--- config.mk ---
export PLATFORM = sky130hd
export DESIGN_NAME = mux_rr_arbiter
export DESIGN_NICKNAME = d
export VERILOG_FILES = /design/src/rtl/mux_rr_arbiter.sv
export SDC_FILE = /design/constraint.sdc
export NUM_CORES = 1
export LEC_CHECK = 0
export ABC_AREA = 1
export ABC_CLOCK_PERIOD_IN_PS = 2200
export CAP_MARGIN = 20
export CORE_MARGIN = 2
export CORE_UTILIZATION = 30
export CTS_BUF_LIST = sky130_fd_sc_hd__clkbuf_4
export CTS_CLUSTER_DIAMETER = 50
export CTS_CLUSTER_SIZE = 25
export DETAILED_ROUTE_END_ITERATION = 10
export GPL_TIMING_DRIVEN = 0
export HOLD_SLACK_MARGIN = 0.15
export PLACE_DENSITY = 0.49
export SLEW_MARGIN = 10
export SYNTH_ARGS = -nofsm -noshare
export SYNTH_HDL_FRONTEND = slang
export SYNTH_SLANG_ARGS = --single-unit
--- constraint.sdc ---
create_clock -name CLK -period 2.2 [get_ports CLK]
set_input_delay 0.44 -clock CLK [delete_from_list [all_inputs] [get_ports CLK]]
set_output_delay 0.44 -clock CLK [all_outputs]
set_load 0.05 [all_outputs]
--- src/rtl/mux_rr_arbiter.sv ---
// Round-robin arbiter for the four-way MUX_2 select path.
// Produces a registered one-hot grant plus the matching mux select/enable,
// with grant tenure bounded by MAX_HOLD whenever another requester waits.
module mux_rr_arbiter #(
    parameter int MAX_HOLD = 4
) (
    input  logic       CLK,
    input  logic       RST,
    input  logic [3:0] REQ,
    output logic [3:0] GNT,
    output logic [1:0] S,
    output logic       EN,
    output logic [3:0] HOLD
);

    typedef enum logic {
        ST_IDLE  = 1'b0,
        ST_GRANT = 1'b1
    } state_t;

    localparam logic [3:0] MAX_HOLD_C = 4'(MAX_HOLD);

    state_t     state_q, state_d;
    logic [3:0] gnt_q, gnt_d;
    logic [1:0] s_q, s_d;
    logic       en_q, en_d;
    logic [3:0] cnt_q, cnt_d;
    logic [1:0] last_q, last_d;

    logic [3:0] others;
    logic [2:0] pick_all;
    logic [2:0] pick_oth;

    // Round-robin search: scans after+1, after+2, after+3, after (mod 4).
    // Returns {found, index}; the earliest set bit in scan order wins.
    function automatic logic [2:0] rr_pick(input logic [3:0] req,
                                           input logic [1:0] after);
        logic [2:0] res;
        logic [1:0] idx;
        res = 3'b000;
        // Walk the scan order backwards so the earliest hit is assigned last.
        for (int k = 4; k >= 1; k--) begin
            idx = after + 2'(k);
            if (req[idx]) begin
                res = {1'b1, idx};
            end
        end
        return res;
    endfunction

    // Next-state and next-output computation for the arbiter.
    always_comb begin
        state_d  = state_q;
        gnt_d    = gnt_q;
        s_d      = s_q;
        en_d     = en_q;
        cnt_d    = cnt_q;
        last_d   = last_q;
        others   = REQ & ~(4'b0001 << s_q);
        pick_all = rr_pick(REQ, last_q);
        pick_oth = rr_pick(others, s_q);

        case (state_q)
            ST_IDLE: begin
                if (pick_all[2]) begin
                    state_d = ST_GRANT;
                    gnt_d   = 4'b0001 << pick_all[1:0];
                    s_d     = pick_all[1:0];
                    en_d    = 1'b1;
                    cnt_d   = 4'd1;
                    last_d  = pick_all[1:0];
                end
            end
            ST_GRANT: begin
                if (!REQ[s_q] || (cnt_q == MAX_HOLD_C && others != 4'b0000)) begin
                    // Release or pre-empt: hand over in one edge, else go idle.
                    if (pick_oth[2]) begin
                        gnt_d  = 4'b0001 << pick_oth[1:0];
                        s_d    = pick_oth[1:0];
                        en_d   = 1'b1;
                        cnt_d  = 4'd1;
                        last_d = pick_oth[1:0];
                    end else begin
                        state_d = ST_IDLE;
                        gnt_d   = 4'b0000;
                        s_d     = 2'b00;
                        en_d    = 1'b0;
                        cnt_d   = 4'd0;
                    end
                end else if (cnt_q != MAX_HOLD_C) begin
                    cnt_d = cnt_q + 4'd1;
                end
            end
            default: begin
                state_d = ST_IDLE;
                gnt_d   = 4'b0000;
                s_d     = 2'b00;
                en_d    = 1'b0;
                cnt_d   = 4'd0;
            end
        endcase
    end

    // State and registered outputs; reset restarts the search at requester 0.
    always_ff @(posedge CLK) begin
        if (RST) begin
            state_q <= ST_IDLE;
            gnt_q   <= 4'b0000;
            s_q     <= 2'b00;
            en_q    <= 1'b0;
            cnt_q   <= 4'd0;
            last_q  <= 2'b11;
        end else begin
            state_q <= state_d;
            gnt_q   <= gnt_d;
            s_q     <= s_d;
            en_q    <= en_d;
            cnt_q   <= cnt_d;
            last_q  <= last_d;
        end
    end

    assign GNT  = gnt_q;
    assign S    = s_q;
    assign EN   = en_q;
    assign HOLD = cnt_q;

endmodule

Word-level counts from Yosys, hierarchy flattened
Cells that the tools add are included.
- output and inout port bits: 11
- input port bits: 6
- flip-flop bits (word level): 14
- word-level logic and storage cells: 89
- mux-type cells: 49
- shift-type cells: 3
- reductions and logical operators: 7
- $lt $le $gt $ge: 8
- bitwise logic cells: 3
- eq/ne operators: 6
- add/sub/neg operators: 7
- operators with widths (operator ; count):
    $lt A2 B3 Y1 const B ; 8
    $mux W3 ; 8
    $mux W4 ; 6
    $bmux W1 S2 ; 9
    $pmux W4 S2 ; 2
    $mux W1 ; 15
    $shl A1 B2 Y4 const A ; 3
    $mux W2 ; 5
    $add A2 B2 Y2 const B ; 4
    $pmux W2 S2 ; 2
    $add A2 B1 Y2 const B ; 2
    $add A4 B1 Y4 const B ; 1
    $and A4 B4 Y4 ; 1
    $eq A4 B3 Y1 const B ; 1
    $ne A2 B1 Y1 const B ; 2
    $ne A4 B3 Y1 const B ; 1
    $not A4 Y4 ; 1
    $pmux W1 S2 ; 2
    $reduce_and A2 Y1 ; 2
    $reduce_bool A4 Y1 ; 1
    $ne A3 B1 Y1 const B ; 1
    $reduce_and A3 Y1 ; 1
    $ne A2 B2 Y1 const B ; 1
    $logic_and A1 B1 Y1 ; 1
    3 further kinds ; 3

Depth between registers and ports, before layout
- depth after elaboration: 13
- gate-level depth with buffers: 17
- depth with buffers taken out: 16

Worst setup path after synthesis
Ideal clock, no wire load.
- kind: register -> register
- from: register s_q[0] (netlist: S[0])
- to: register cnt_q[0] (netlist: HOLD[0])
- data arrival time: 2.054 ns
- required time: 2.084 ns
- library setup time: 0.116 ns
- cell stages (with the launch flop): 14
- path buffers: 1
- setup slack: 0.030 ns
- cells stage by stage: dfxtp_1 -> buf_4 -> inv_4 -> ha_1 -> inv_1 -> nand2_1 -> o21ai_1 -> o21ai_0 -> nand3_1 -> inv_1 -> nand2_2 -> nand2_2 -> o21ai_0 -> nor2_1
- word-level cells in the longest chain between the ends: 12
- RTL lines (what ; line ; text):
    from (decl) ; 25 ; logic [1:0] s_q, s_d;
    from (signal assigned) ; 109 ; s_q <= 2'b00;
    from (signal assigned) ; 116 ; s_q <= s_d;
    $shl A1 B2 Y4 ; 59 ; others = REQ & ~(4'b0001 << s_q);
    $not A4 Y4 ; 59 ;
    $and A4 B4 Y4 ; 59 ;
    $bmux W1 S2 ; 44 ; if (req[idx]) begin
    $mux W1 (implied by the code) ; 44 ;
    $mux W3 (4 in series) ; 44 ;
    $mux W1 ; 77 ; if (pick_oth[2]) begin
    $mux W4 ; 75 ; if (!REQ[s_q] || (cnt_q == MAX_HOLD_C && others != 4'b0000)) begin
    $pmux W4 S2 ; 63 ; case (state_q)
    to (signal assigned) ; 118 ; cnt_q <= cnt_d;
    to (decl) ; 27 ; logic [3:0] cnt_q, cnt_d;
Several ways; a longest one is shown, not always the timed one. The select of a mux whose other input is x is not followed.
A chain may end at the register's enable or synchronous reset.

Final worst setup path
- from: register s_q[1] (netlist: S[1])
- to: output S[1]
- RTL lines (what ; line ; text):
    to (decl) ; 11 ; output logic [1:0] S,
No word-level cell between the ends.

==> flow_metrics.tcl <==
set metrics [dict create \
    status "complete, no violations" \
    clk_pin_slew_ns 0.09 \
    post_cts_buffers 0 \
    power_density_nw_per_um2 1600 \
    p_total_mw 2.45 \
    crit_buf_inv 1 \
    fin_crit_sh_pct 89.8 \
    crit_type "reg2out" \
    track_usage_pct 13.6 \
    cp-endpoint "S[1]" \
    syn_inst 216 \
    grt_pass1_vias 1164 \
    ant_nets 0 \
    crit_path_end_kind "output port" \
    r2r_slack_ns 0.26 \
    die_y_um 69.1 \
    drv_cap 0 \
    post-dp-hpwl_um 2490 \
    cts_buffers 3 \
    cp_slowest_cell "clkdlybuf4s50_1" \
    syn_avg_cell_area_um2 5.89 \
    synth.distinct_cells 23 \
    route.detailed.drc 0 \
    skew_ns 0.00151 \
    startpoint "S[1]" \
    core_area_um2 4030 \
    max_stage_delay_ns 0.82 \
    die_area_um2 4770 \
    ys_warn_count 0 \
    placed_area_um2 1480 \
    netlist_area_um2 1270 \
    n_antenna_cell 0 \
    post-route-cell-area_um2 1530 \
    cpLargestDelayFamily "buffers and inverters" \
    setup_viol_count_final 0 \
    utilization_pct 38.0 \
    slew_headroom_pct 66.7 \
    htreeDepth 1 \
    synth_nets 228 \
    finalNetCount 248 \
    ir_drop_mv 0.705 \
    initial_core_util_pct 31.6 \
    die_w_um 69.1 \
    grt_max_degree 11 \
    p_leak_nw 0.774 \
    clkSinkCount 14 \
    path_cells "clkdlybuf4s50_1" \
    place_congestion 0.816 \
    crit_arrival_ns 1.53 \
    first_pass_iters 4 \
    initialDrtViolationCount 56 \
    synth_sequential_area_ratio_pct 22.0 \
    clk_latency_ns 0.29 \
    slew_viol_final 0 \
    worstPathMaxFanout 8 \
    grt_pass1_wl_um 5400 \
    num_vias 1301 \
    antenna_found_initial 0 \
    wl_per_cell_um 10.8 \
    whs_ns 0.368 \
    rsz0062_at_grt "no" \
    timing.rr.start "S[1]" \
    cts_buffer_depth 2 \
    drive_gt1_share_pct 16.2 \
    via_per_inst 4.56 \
    fin_crit_ns 1.97 \
    area_delta_synth_final_pct 20.6 \
    portBuffers 15 \
    hold_viol_final 0 \
    root_buffer "clkbuf_4" \
    pre_cts_slack_ns -0.0877 \
    ys_ff_latch 14 \
    cts_tree "yes" \
    worst_slew_pin_slew_ns 0.497 \
    startpoint_type "register" \
    min_path_type "in2reg" \
    io_pins 17 \
    cp.depth 1 \
    worstRegToRegCells 14 \
    routed_wl_um 3070 \
    rows 23 \
    fmax_mhz 506 \
    setup_ws_ns 0.225 \
    overflow 0 \
    r2r-end "last_q[0]" \
    required_ns 1.76 \
]
==> worst register-to-register path: stages, from the launching register on <==
cell	delay [ns]
dfxtp_2	0.42
inv_1	0.12
ha_1	0.19
inv_1	0.06
nand2_1	0.06
o21ai_0	0.26
nand2_1	0.11
nand2_1	0.08
inv_1	0.05
nand3_1	0.09
nand2_1	0.11
nand2_1	0.08
nand2_1	0.07
nand2_1	0.08
nand2_1	0.05
==> metal layers <==
metal  routed length [um]  track usage, %  up-vias
li1                     -               -      719
met4                   19            2.61        0
met1                 1610            20.3      567
met2                 1350            20.3       13
met5                    0               0        -
met3                   91            2.78        2
==> power breakdown <==
part / switching, mW / internal, mW / total [mW] / leakage (nW)
clock network: 0.0948 / 0.0660 / 0.161 / 0.0154
registers: 0.0737 / 0.347 / 0.421 / 0.117
logic: 1.25 / 0.614 / 1.87 / 0.642
==> cell families (layout without fill, tap and decap cells) <==
group | count (synthesis) | count (layout) | synth area share [%]
XOR/XNOR | 1 | 1 | 0.689
adder cells (fa/ha/maj) | 6 | 6 | 5.91
buffers and inverters | 37 | 56 | 13.7
flip-flops | 14 | 14 | 22.0
AND/OR/NAND/NOR | 129 | 129 | 46.1
AO/OA/AOI/OAI | 29 | 29 | 11.6
==> synthesized netlist by cell type, drive strengths merged <==
cell	count	area, um2
nand2	86	365
inv	32	133
nand3	23	128
nor2	17	73.8
a21oi	14	70.1
dfxtp	14	280
o21ai	14	70.1
ha	6	75.1
buf	4	37.5
nand4	3	18.8
a21boi	1	7.51
clkbuf	1	3.75
xor2	1	8.76
==> state kept, by name, indices dropped and copies added, names as in the netlist <==
name,cells
EN,1
GNT,4
HOLD,4
S,2
last_q,2
state_q,1
==> layout by cell type, fill, tap and decap left out, drive strengths merged <==
cell	Yosys	layout
nand2	86	86
inv	32	32
nand3	23	23
nor2	17	17
clkdlybuf4s50	0	15
a21oi	14	14
dfxtp	14	14
o21ai	14	14
ha	6	6
clkbuf	1	4
buf	4	4
nand4	3	3
xor2	1	1
a21boi	1	1
clkinv	0	1
==> layout make-up <==
class                      instances  area [um2]
buffer                             5        41.3
clock buffer                       3        22.5
clock inverter                     1        3.75
fill                             470        2500
inverter                          32         133
multi-input combinational        165         837
sequential                        14         283
tap                               50        62.6
timing repair buffer              15         150
==> per-stage QoR <==
step | std cells | TNS, ns
final | 285 | 0
after floorplan | 216 | 0
after global placement | 281 | -0.395
after detailed placement | 281 | -0.387
after CTS | 285 | 0
after global routing | 285 | 0
==> worst min-delay path by stage <==
| stage | start | depth (start not counted) | endpoint | slack, ns |
|---|---|---|---|---|
| floorplan | last_q[1] | 2 | last_q[1] | 0.52 |
| global placement | EN | 2 | EN | 0.46 |
| detailed placement | EN | 2 | EN | 0.46 |
| CTS | RST | 2 | HOLD[1] | 0.37 |
| global route | RST | 2 | HOLD[0] | 0.36 |
| finish | RST | 2 | HOLD[0] | 0.37 |
==> repair_timing <==
item / CTS / global route
resized for setup: 0 / 10
endpoints found under the setup margin: 0 / 12
hold endpoints to repair: 0 / 0
hold buffers: 0 / 0
No activity file was read; power rests on OpenSTA's default activity.
